==> src/rtl/counter_pkg.sv <==
// Shared types for the counter family of blocks.
// Latency: n/a (types only). Backpressure: n/a.
// Contents: cnt_mode_t selects wrap-around or saturating behaviour at the count boundaries.
package counter_pkg;

  typedef enum logic {
    CNT_WRAP = 1'b0,  // modulo MAX_VAL+1
    CNT_SAT  = 1'b1   // hold at the boundary
  } cnt_mode_t;

endpackage

==> src/rtl/updown_counter_if.sv <==
// Control/status bundle of the up/down counter.
// Latency: none (wires only). Backpressure: none, the counter accepts every cycle.
// Ports: clr, load, load_val, en, up_dn driven by master; count, tc, ovf, unf driven by slave.
interface updown_counter_if #(
  parameter int unsigned WIDTH = 4
);

  logic             clr;
  logic             load;
  logic [WIDTH-1:0] load_val;
  logic             en;
  logic             up_dn;
  logic [WIDTH-1:0] count;
  logic             tc;
  logic             ovf;
  logic             unf;

  modport master (
    output clr, load, load_val, en, up_dn,
    input  count, tc, ovf, unf
  );

  modport slave (
    input  clr, load, load_val, en, up_dn,
    output count, tc, ovf, unf
  );

endinterface

==> src/rtl/counter_prescaler.sv <==
// Step strobe generator: tick is high on every PRESCALE-th enabled cycle.
// Latency: tick is combinational from en and the registered phase. Backpressure: none.
// Ports: clk, rst (async, active-high), clr (sync phase reset), en (advance), tick (step strobe).
module counter_prescaler #(
  parameter int unsigned PRESCALE = 1
) (
  input  logic clk,
  input  logic rst,
  input  logic clr,
  input  logic en,
  output logic tick
);

  if (PRESCALE < 1) begin : g_bad_prescale
    $error("counter_prescaler: PRESCALE must be >= 1");
  end

  if (PRESCALE == 1) begin : g_bypass
    // No phase to keep: every enabled cycle is a step.
    logic unused_ok;
    assign unused_ok = clk ^ rst ^ clr;
    assign tick      = en;
  end else begin : g_div
    localparam int unsigned     PW   = $clog2(PRESCALE);
    localparam logic [PW-1:0]   LAST = PW'(PRESCALE - 1);

    logic [PW-1:0] pre_q;
    logic [PW-1:0] pre_d;

    // Phase holds while en is low, so a gap in en delays the next step by its length.
    always_comb begin
      pre_d = pre_q;
      if (clr) begin
        pre_d = '0;
      end else if (en) begin
        pre_d = (pre_q == LAST) ? '0 : pre_q + 1'b1;
      end
    end

    always_ff @(posedge clk or posedge rst) begin
      if (rst) pre_q <= '0;
      else     pre_q <= pre_d;
    end

    assign tick = en & (pre_q == LAST);
  end

endmodule

==> src/rtl/updown_counter.sv <==
// Parametrised up/down counter with prescaler, clear, clamped load, terminal count and ovf/unf pulses.
// Latency: count/ovf/unf update on the edge ending a step cycle; tc is combinational. Backpressure: none.
// Ports: clk, rst (async, active-high), bus (slave side of updown_counter_if).
module updown_counter
  import counter_pkg::*;
#(
  parameter int unsigned WIDTH    = 4,
  parameter int unsigned MAX_VAL  = (2 ** WIDTH) - 1,
  parameter cnt_mode_t   MODE     = CNT_WRAP,
  parameter int unsigned PRESCALE = 1
) (
  input  logic              clk,
  input  logic              rst,
  updown_counter_if.slave   bus
);

  if (WIDTH < 1) begin : g_bad_width
    $error("updown_counter: WIDTH must be >= 1");
  end
  if (MAX_VAL < 1 || (WIDTH < 32 && MAX_VAL > (2 ** WIDTH) - 1)) begin : g_bad_max
    $error("updown_counter: MAX_VAL must be in 1 .. 2**WIDTH-1");
  end
  if (PRESCALE < 1) begin : g_bad_prescale
    $error("updown_counter: PRESCALE must be >= 1");
  end

  localparam logic [WIDTH-1:0] MAX_C = WIDTH'(MAX_VAL);

  logic [WIDTH-1:0] count_q, count_d;
  logic             ovf_q, ovf_d;
  logic             unf_q, unf_d;
  logic             tick;
  logic             at_max;
  logic             at_zero;

  // clr and load both restart the step interval from zero.
  counter_prescaler #(
    .PRESCALE (PRESCALE)
  ) u_prescaler (
    .clk  (clk),
    .rst  (rst),
    .clr  (bus.clr | bus.load),
    .en   (bus.en),
    .tick (tick)
  );

  assign at_max  = (count_q == MAX_C);
  assign at_zero = (count_q == '0);

  always_comb begin
    count_d = count_q;
    ovf_d   = 1'b0;
    unf_d   = 1'b0;
    if (bus.clr) begin
      count_d = '0;
    end else if (bus.load) begin
      // Clamp keeps a non-power-of-2 range closed even for oversized loads.
      count_d = (bus.load_val > MAX_C) ? MAX_C : bus.load_val;
    end else if (tick) begin
      if (bus.up_dn) begin
        if (at_max) begin
          ovf_d   = 1'b1;
          count_d = (MODE == CNT_SAT) ? MAX_C : '0;
        end else begin
          count_d = count_q + 1'b1;
        end
      end else begin
        if (at_zero) begin
          unf_d   = 1'b1;
          count_d = (MODE == CNT_SAT) ? '0 : MAX_C;
        end else begin
          count_d = count_q - 1'b1;
        end
      end
    end
  end

  always_ff @(posedge clk or posedge rst) begin
    if (rst) begin
      count_q <= '0;
      ovf_q   <= 1'b0;
      unf_q   <= 1'b0;
    end else begin
      count_q <= count_d;
      ovf_q   <= ovf_d;
      unf_q   <= unf_d;
    end
  end

  assign bus.count = count_q;
  assign bus.ovf   = ovf_q;
  assign bus.unf   = unf_q;
  // Terminal count tracks the live direction, not the one sampled at the last step.
  assign bus.tc    = bus.up_dn ? at_max : at_zero;

endmodule

==> src/flat_wrapper.sv <==
// flat-port wrapper written by rule: the top's interface ports become plain ports
module updown_counter_flat import counter_pkg::*;
#(
  parameter int unsigned WIDTH    = 4,
  parameter int unsigned MAX_VAL  = (2 ** WIDTH) - 1,
  parameter cnt_mode_t   MODE     = CNT_WRAP,
  parameter int unsigned PRESCALE = 1
)
  (clk, rst, bus_clr, bus_load, bus_load_val, bus_en, bus_up_dn, bus_count, bus_tc, bus_ovf, bus_unf);
  updown_counter_if #(.WIDTH(WIDTH)) bus_i ();
  input  logic clk;
  input  logic rst;
  input wire logic [$bits(bus_i.clr)-1:0] bus_clr;
  input wire logic [$bits(bus_i.load)-1:0] bus_load;
  input wire logic [$bits(bus_i.load_val)-1:0] bus_load_val;
  input wire logic [$bits(bus_i.en)-1:0] bus_en;
  input wire logic [$bits(bus_i.up_dn)-1:0] bus_up_dn;
  output wire logic [$bits(bus_i.count)-1:0] bus_count;
  output wire logic [$bits(bus_i.tc)-1:0] bus_tc;
  output wire logic [$bits(bus_i.ovf)-1:0] bus_ovf;
  output wire logic [$bits(bus_i.unf)-1:0] bus_unf;
  assign bus_i.clr = bus_clr;
  assign bus_i.load = bus_load;
  assign bus_i.load_val = bus_load_val;
  assign bus_i.en = bus_en;
  assign bus_i.up_dn = bus_up_dn;
  assign bus_count = bus_i.count;
  assign bus_tc = bus_i.tc;
  assign bus_ovf = bus_i.ovf;
  assign bus_unf = bus_i.unf;
  updown_counter #(.WIDTH(WIDTH), .MAX_VAL(MAX_VAL), .MODE(MODE), .PRESCALE(PRESCALE)) u_core (.clk(clk), .rst(rst), .bus(bus_i));
endmodule
==> config.mk <==
export PLATFORM = sky130hd
export DESIGN_NAME = updown_counter_flat
export DESIGN_NICKNAME = d
export VERILOG_FILES = /design/src/rtl/counter_pkg.sv /design/src/rtl/updown_counter_if.sv /design/src/rtl/counter_prescaler.sv /design/src/rtl/updown_counter.sv /design/src/flat_wrapper.sv
export SDC_FILE = /design/constraint.sdc
export NUM_CORES = 1
export LEC_CHECK = 0
export CAP_MARGIN = 20
export CORE_AREA = 5 5 42 44
export CTS_CLUSTER_DIAMETER = 100
export DETAILED_ROUTE_END_ITERATION = 10
export DIE_AREA = 0 0 47 49
export PLACE_DENSITY_LB_ADDON = 0.1
export SKIP_CTS_REPAIR_TIMING = 1
export SYNTH_ARGS = -nofsm -noshare
export SYNTH_HDL_FRONTEND = slang
export SYNTH_SLANG_ARGS = --single-unit
export TNS_END_PERCENT = 30
==> constraint.sdc <==
create_clock -name clk -period 3.2 [get_ports clk]
set_input_delay 0.64 -clock clk [delete_from_list [all_inputs] [get_ports clk]]
set_output_delay 0.64 -clock clk [all_outputs]
set_load 0.03 [all_outputs]
**Word-level counts from Yosys, hierarchy flattened**

Index checks and enable logic that the tools add are counted.

- Word-level logic and storage cells: 27
- Bits in read-only memories: 0
- Bits in writable memories: 0
- Register bits after elaboration: 6
- Bits in latches: 0
- Input port bits: 10
- Memories kept: 0

- Muxes and demuxes: 18
- $add $sub $neg: 2
- Magnitude comparators: 1
- Eq/ne operators: 1
- Bitwise operators: 0
- Shift operators: 0
- Multipliers: 0
- Reductions and logical operators: 2
- Divide/modulo/power cells: 0

Operators with widths:

| cell | number |
|---|---|
| $mux W4 | 7 |
| $mux W1 | 11 |
| $add A4 B1 Y4 const B | 1 |
| $eq A4 B4 Y1 const B | 1 |
| $gt A4 B4 Y1 const B | 1 |
| $logic_not A4 Y1 | 1 |
| $sub A4 B1 Y4 const B | 1 |
| $reduce_bool A3 Y1 | 1 |

**Logic depth before layout (Yosys ltp)**

Gate-level depths: netlist (run 1).

- Depth after elaboration: 6
- Mapped depth: 6
- Gate-level depth less buffers: 6

**Cells and area by module**

From an unflattened synthesis (run 1), not the netlist that was laid out.

- Cell total of the unflattened synthesis: 54
- Area total of the unflattened synthesis: 451.7 sq um

By module, submodules not included:

| module | instances | sequential area each (sq um) | area each (sq um) | cells an instance |
|---|---|---|---|---|
| updown_counter | 1 | 150.1 | 444.2 | 53 |
| counter_prescaler | 1 | 0.0 | 7.5 | 1 |

**Worst setup path before layout (run 1)**

Ideal clock, no wire load.

- Path kind: register to output
- Start point: register u_core.count_q[0], in the netlist u_core.bus.count[0]
- End point: output port bus_tc
- Cell stages (with the launch flop): 5
- Data arrival time: 1964 ps
- Slack: 596 ps
- Buffers on the path: 0
- Required time: 2560 ps
- Path through: dfrtp_1 inv_2 ha_1 or3b_2 o21ai_0

- Longest elaborated chain between the ends: 2
- Elaborated cells between the ends (all ways): 3

Ends and longest elaborated chain:

| item | RTL line | RTL |
|---|---|---|
| from (decl) | updown_counter.sv:29 | `logic [WIDTH-1:0] count_q, count_d;` |
| from (signal assigned) | updown_counter.sv:84 | `count_q <= count_d;` |
| $eq A4 B4 Y1 / $logic_not A4 Y1 (equally long branches) | updown_counter.sv:47, updown_counter.sv:48 |  |
| $mux W1 (*) | updown_counter.sv:94 | `assign bus.tc = bus.up_dn ? at_max : at_zero;` |
| to (decl) | flat_wrapper.sv:19 | `output wire logic [$bits(bus_i.tc)-1:0] bus_tc;` |

Every way passes the cells marked *; elsewhere a longest branch is shown, timed or not.

**Worst setup path in the final report (run 1)**

- Start point: input port bus_up_dn
- End point: output port bus_tc

- Longest elaborated chain between the ends: 1

Ends and longest elaborated chain:

| item | RTL line | RTL |
|---|---|---|
| from (decl) | flat_wrapper.sv:17 | `input wire logic [$bits(bus_i.up_dn)-1:0] bus_up_dn;` |
| $mux W1 | updown_counter.sv:94 |  |

Every way passes these cells.

==> run summary, run 1 <==
Synth cell count leaders = a21oi_1, dfrtp_1, nand2_1
Required time worst endpoint = 2.56 ns
Clock share of power = 30.0%
Fin Hold WS = 0.536 ns
CP max-delay cell = clkdlybuf4s50_1
Worst path cell trace = clkdlybuf4s50_1 -> or3b_2 -> o21ai_0 -> clkdlybuf4s50_1
Number of core rows = 14
P per Cell Area = 361 mW/mm^2
TritonCTS Buffers = 3
Synth warnings = 0
Post-Route Utilization = 45.1%
CTS tree = yes
Fill cells = 153
Max rail drop VDD = 0.000315 V
Post-synth top area share = 35.8%
Initial antenna violation count = 0
Placed Cells = 82
Worst path max stage delay = 0.69 ns
Total number of vias = 413
Syn_nets = 61
Setup WS pre-CTS = 0.160 ns
Routed length per instance = 11.0 microns
Startpoint types = input port
Leakage = 0.274 nW
FF+latch area = 150 sq um
Post-synth ARST share = 100%
Sequential fraction of the synthesis area = 35.8%
EDFF count, synth = 0
Area of the multi-input gates = 241 sq um
Worst-path clk slew = 0.04 ns
Clock Root Buffer = clkbuf_4
Int Power = 160 uW
Seq pwr share = 37.7%
FF+latch count, synth = 6
Post-Synthesis Cells = 49
Hold Vio Cnt, Final = 0
Max Cap Violations = 0
Chip Width = 47 microns
Die Y = 49 microns
Minimum clock period = 3.01 ns
Crit path top cell by count = clkdlybuf4s50_1
Net Sw Frac = 30.1%
First drt pass iteration count = 4
Clk Latency, worst-skew pair = 0.24 ns
Syn-to-layout area delta = 50.7%
Final setup fails = 0
Syn avg cell area = 8.55 sq um
Core Footprint = 0.00140 sq mm
I/O Pins = 17
Layout Cells excl Fill = 85
Setup TNS = 0 ns
CP Class = input port to primary output
CP max FO = 3
Total Wirelength = 932 microns
Slew at the pin with the worst max-slew slack = 0.310 ns
CTS max path bufs = 2
Final setup margin = 0.186 ns
RSZ-0062 raised after global routing = false
Post-route ant nets = 0
Layout cells sized above 1 = 14.5%
Max Slew Vio Count = 0
Peak Freq = 0.332 GHz
Largest cells by area after synthesis = dfrtp_1, a21oi_1, ha_1, nand2_1, a41oi_2
All-Layer GR Usage = 8.84%
Vias/cell = 4.86
CP endpoint kind = primary output
# DRC = 0
Drt initial violations = 6
Period utilization = 94.2%
Htree depth = 1
First-pass GRT wire length = 1500 microns
Final GP Congestion = 0.802
P_sw = 68.6 uW
# diodes = 0
Crit path DAT = 2.37 ns
Vias in the first global route = 362
I/O Buffers = 16
Hold Crit Class = register to register
Clk sinks = 6
Die area = 0.00230 sq mm
Rel. slew slack = 79.2%
Layout Nets = 83
Synth cell types = 25
GRT overflow = 0
Main synth FF type = dfrtp_1
Post-DP HPWL = 786 microns
Fin Clk Skew = 0.000512 ns
Comb power frac = 32.3%
Synthesized area = 419 sq um
Pin count of the biggest net entering global routing = 9
Status = complete, no violations
Dominant cell type by area after synthesis = dfrtp_1
Initial Utilization = 29.9%
[critical path, delay by kind of cell]
family          cells  cell delay, ns
simple gates        1            0.47
compound gates      1            0.16
buf+inv             2            1.10
[logic make-up (layout without fill, tap and decap cells)]
logic type	Yosys count	in the layout	share of synthesized area (%)
xor gates and xnor gates	2	2	4.18
AOI/OAI and AO/OA	16	16	26.9
adders and majority gates	2	2	5.97
DFF	6	6	35.8
and+or+nand+nor	14	14	15.5
muxes	2	2	5.07
buffers and inverters	7	27	6.57
[cell usage in the layout, fill, tap and decap left out, types with 2 or more instances in the layout]
master	count
nor2_1	4
dfrtp_1	6
inv_1	3
ha_1	2
buf_4	2
a21oi_1	6
inv_2	2
clkdlybuf4s50_1	16
o21ai_0	3
nand2_1	6
clkbuf_4	3
[routing by layer]
layer | part of all wire [%] | global-route usage, % | vias to the layer above
met5 | 0 | 0 | -
met4 | 0 | 2.76 | 0
met3 | 10 | 4.43 | 0
met2 | 47 | 11.8 | 17
met1 | 42 | 12.2 | 181
li1 | - | - | 215
[power groups by stage]
stage / registers [mW] / clock network, mW / logic, mW
2_1_floorplan: 0.0960 / 0 / 0.0332
3_3_place_gp: 0.0876 / 0 / 0.0746
3_5_place_dp: 0.0873 / 0 / 0.0744
4_1_cts: 0.0861 / 0.0717 / 0.0746
5_1_grt: 0.0870 / 0.0748 / 0.0809
6_report: 0.0860 / 0.0683 / 0.0737
[per-stage QoR]
step                      area (sq um)  total power [mW]
after detailed placement           609             0.162
after floorplan                    419             0.129
after global placement             609             0.162
after CTS                          632             0.232
after global routing               632             0.243
final                              632             0.228
[flip-flops by register name (all words and copies together), names as in the netlist]
name / count
u_core.bus.unf: 1
u_core.bus.ovf: 1
u_core.bus.count: 4
[path summary, 6_finish.rpt]
kind	slack, ns	endpoint	cells past startpoint	startpoint
worst max-delay path	0.19	bus_tc	4	bus_up_dn
max in group asynchronous	2.41	u_core.bus.count[1]	2	rst
worst max register to register	1.47	u_core.bus.count[0]	6	u_core.bus.count[1]
worst min register to register	0.54	u_core.bus.unf	1	u_core.bus.count[2]
worst min-delay path	0.54	u_core.bus.unf	1	u_core.bus.count[2]
min in group asynchronous	0.61	u_core.bus.unf	2	rst
[layout make-up]
type                       instances  share of cell area [%]
clock buffer                       3                    3.56
inverter                           6                    3.56
multi-input combinational         36                    38.2
sequential                         6                    23.8
tap                               16                    3.17
timing repair buffer              18                    27.7
(Power assumes the default switching activity.)
==> run 2: changes to the inputs <==
--- a/config.mk
+++ b/config.mk
@@ -11,6 +11,7 @@
 export DETAILED_ROUTE_END_ITERATION = 10
 export DIE_AREA = 0 0 47 49
 export PLACE_DENSITY_LB_ADDON = 0.1
+export RECOVER_POWER = 25
 export SKIP_CTS_REPAIR_TIMING = 1
 export SYNTH_ARGS = -nofsm -noshare
 export SYNTH_HDL_FRONTEND = slang
==> run 2 against run 1 <==
  * Die area is the same
  * Core utilization stayed put
  * Fmax unchanged
  * Cell area unchanged
  * Critical path depth stayed put
  * Highest routed layer unchanged
  * Critical path type unchanged
  * Final cell count did not move
  * Non-clock buffer count did not move
  * Sequential power is essentially flat
  * Clock skew stayed put
  * Largest power group unchanged
  * Count of clock-buffer cells in the layout unchanged
==> run summary, run 2 (synthesis results as in run 1) <==
Pin count of the biggest net entering global routing = 9 (unchanged)
Fin Hold WS = 0.536 ns (unchanged)
I/O Pins = 17 (unchanged)
Final GP Congestion = 0.802 (unchanged)
Vias in the first global route = 362 (unchanged)
Clk sinks = 6 (unchanged)
Commonest non-fill, non-tap cell in the layout = clkdlybuf4s50_1 (unchanged)
Drt initial violations = 6 (unchanged)
# DRC = 0 (unchanged)
Vias/cell = 4.86 (unchanged)
Detail Route met2 WL = 439 microns (unchanged)
I/O Buffers = 16 (unchanged)
First-pass GRT wire length = 1500 microns (unchanged)
Total Wirelength = 932 microns (unchanged)
First drt pass iteration count = 4 (unchanged)
Max Cap Violations = 0 (unchanged)
Rel. slew slack = 79.3% (was 79.2%)
Required time worst endpoint = 2.56 ns (about the same)
Worst-path clk slew = 0.04 ns (about the same)
All-Layer GR Usage = 8.84% (unchanged)
CTS max path bufs = 2 (unchanged)
Crit path DAT = 2.37 ns (about the same)
Htree depth = 1 (unchanged)
Clk Latency, worst-skew pair = 0.24 ns (about the same)
Minimum clock period = 3.01 ns (unchanged)
Placed Cells = 82 (unchanged)
Layout Nets = 83 (unchanged)
Die Y = 49 microns (unchanged)
Chip Width = 47 microns (unchanged)
Slew at the pin with the worst max-slew slack = 0.310 ns (about the same)
CTS tree = yes (unchanged)
Highest metal used = met3 (unchanged)
Leakage = 0.274 nW (about the same)
Syn-to-layout area delta = 50.7% (unchanged)
GRT overflow = 0 (unchanged)
Startpoint types = input port (unchanged)
Total number of vias = 413 (unchanged)
Period utilization = 94.2% (unchanged)
Max Slew Vio Count = 0 (unchanged)
Setup TNS = 0 ns (unchanged)
Layout cells sized above 1 = 14.5% (unchanged)
PnR Total Power = 228 uW (about the same)
Core Footprint = 0.00140 sq mm (unchanged)
Die area = 0.00230 sq mm (unchanged)
RSZ-0062 raised after global routing = false (unchanged)
Routed length per instance = 11.0 microns (unchanged)
Commonest cells after routing, fill and taps aside = clkdlybuf4s50_1, nand2_1, a21oi_1, dfrtp_1, nor2_1 (unchanged)
Final setup fails = 0 (unchanged)
# diodes = 0 (unchanged)
M1 WL = 395 microns (unchanged)
FF+latch area = 150 sq um (unchanged)
CP max FO = 3 (unchanged)
Max rail drop VDD = 0.000314 V (was 0.000315 V)
Number of core rows = 14 (unchanged)
Post-DP HPWL = 786 microns (unchanged)
CP endpoint kind = primary output (unchanged)
CP Class = input port to primary output (unchanged)
Post-Route Utilization = 45.1% (unchanged)
Clock Root Buffer = clkbuf_4 (unchanged)
Status = complete, no violations (unchanged)
Hold Crit Class = register to register (unchanged)
Post-route ant nets = 0 (unchanged)
Hold Vio Cnt, Final = 0 (unchanged)
Max FFs per register = 4 (unchanged)
Met3 WL = 96 microns (was 97 microns)
Fin Clk Skew = 0.000512 ns (unchanged)
P per Cell Area = 361 mW/mm^2 (about the same)
Initial Utilization = 29.9% (unchanged)
Area of the multi-input gates = 241 sq um (unchanged)
Peak Freq = 0.332 GHz (unchanged)
TritonCTS Buffers = 3 (unchanged)
Fill cells = 153 (unchanged)
Layout Cells excl Fill = 85 (unchanged)
Initial antenna violation count = 0 (unchanged)
==> run 2: changes by cell type in the layout (fill, tap and decap cells not counted) <==
cell,before,now
clkdlybuf4s50_1,16,15
dlygate4sd3_1,0,1
==> run 2: path summary, 6_finish.rpt <==
path | depth (start not counted) | startpoint | to | slack, ns
min in group asynchronous | 2 | rst | u_core.bus.unf | 0.74
min reg2reg | 1 | u_core.bus.count[2] | u_core.bus.unf | 0.54
min | 1 | u_core.bus.count[2] | u_core.bus.unf | 0.54
max in group asynchronous | 2 | rst | u_core.bus.count[1] | 2.28
max reg2reg | 6 | u_core.bus.count[1] | u_core.bus.count[0] | 1.47
max | 4 | bus_up_dn | bus_tc | 0.19
==> run 2: final cells by class <==
| class | count | area share, % |
|---|---|---|
| repair buffers | 18 | 27.7 |
| well taps | 16 | 3.17 |
| inverters | 6 | 3.56 |
| flip-flops and latches | 6 | 23.8 |
| multi-input cells | 36 | 38.2 |
| clock buffers | 3 | 3.56 |
==> run 2: through the flow <==
stage               setup slack [ns]  area, sq um
global route                  0.0921          632
floorplan                      0.596          419
CTS                            0.163          632
global placement               0.184          609
finish                         0.186          632
detailed placement             0.160          609
==> run 2: power by group <==
part	internal [mW]	switching (mW)
logic	0.0366	0.0369
registers	0.0803	0.00570
clock network	0.0423	0.0260
total	0.159	0.0686
==> run 2: worst max-delay path, stage by stage <==
cell and delay (ns):
clkdlybuf4s50_1 0.41, or3b_2 0.47, o21ai_0 0.16, clkdlybuf4s50_1 0.69
==> run 2: per-layer routing <==
layer	up-vias	track usage, %
li1	215	-
met1	181	12.2
met2	17	11.8
met3	0	4.43
met4	0	2.76
met5	-	0
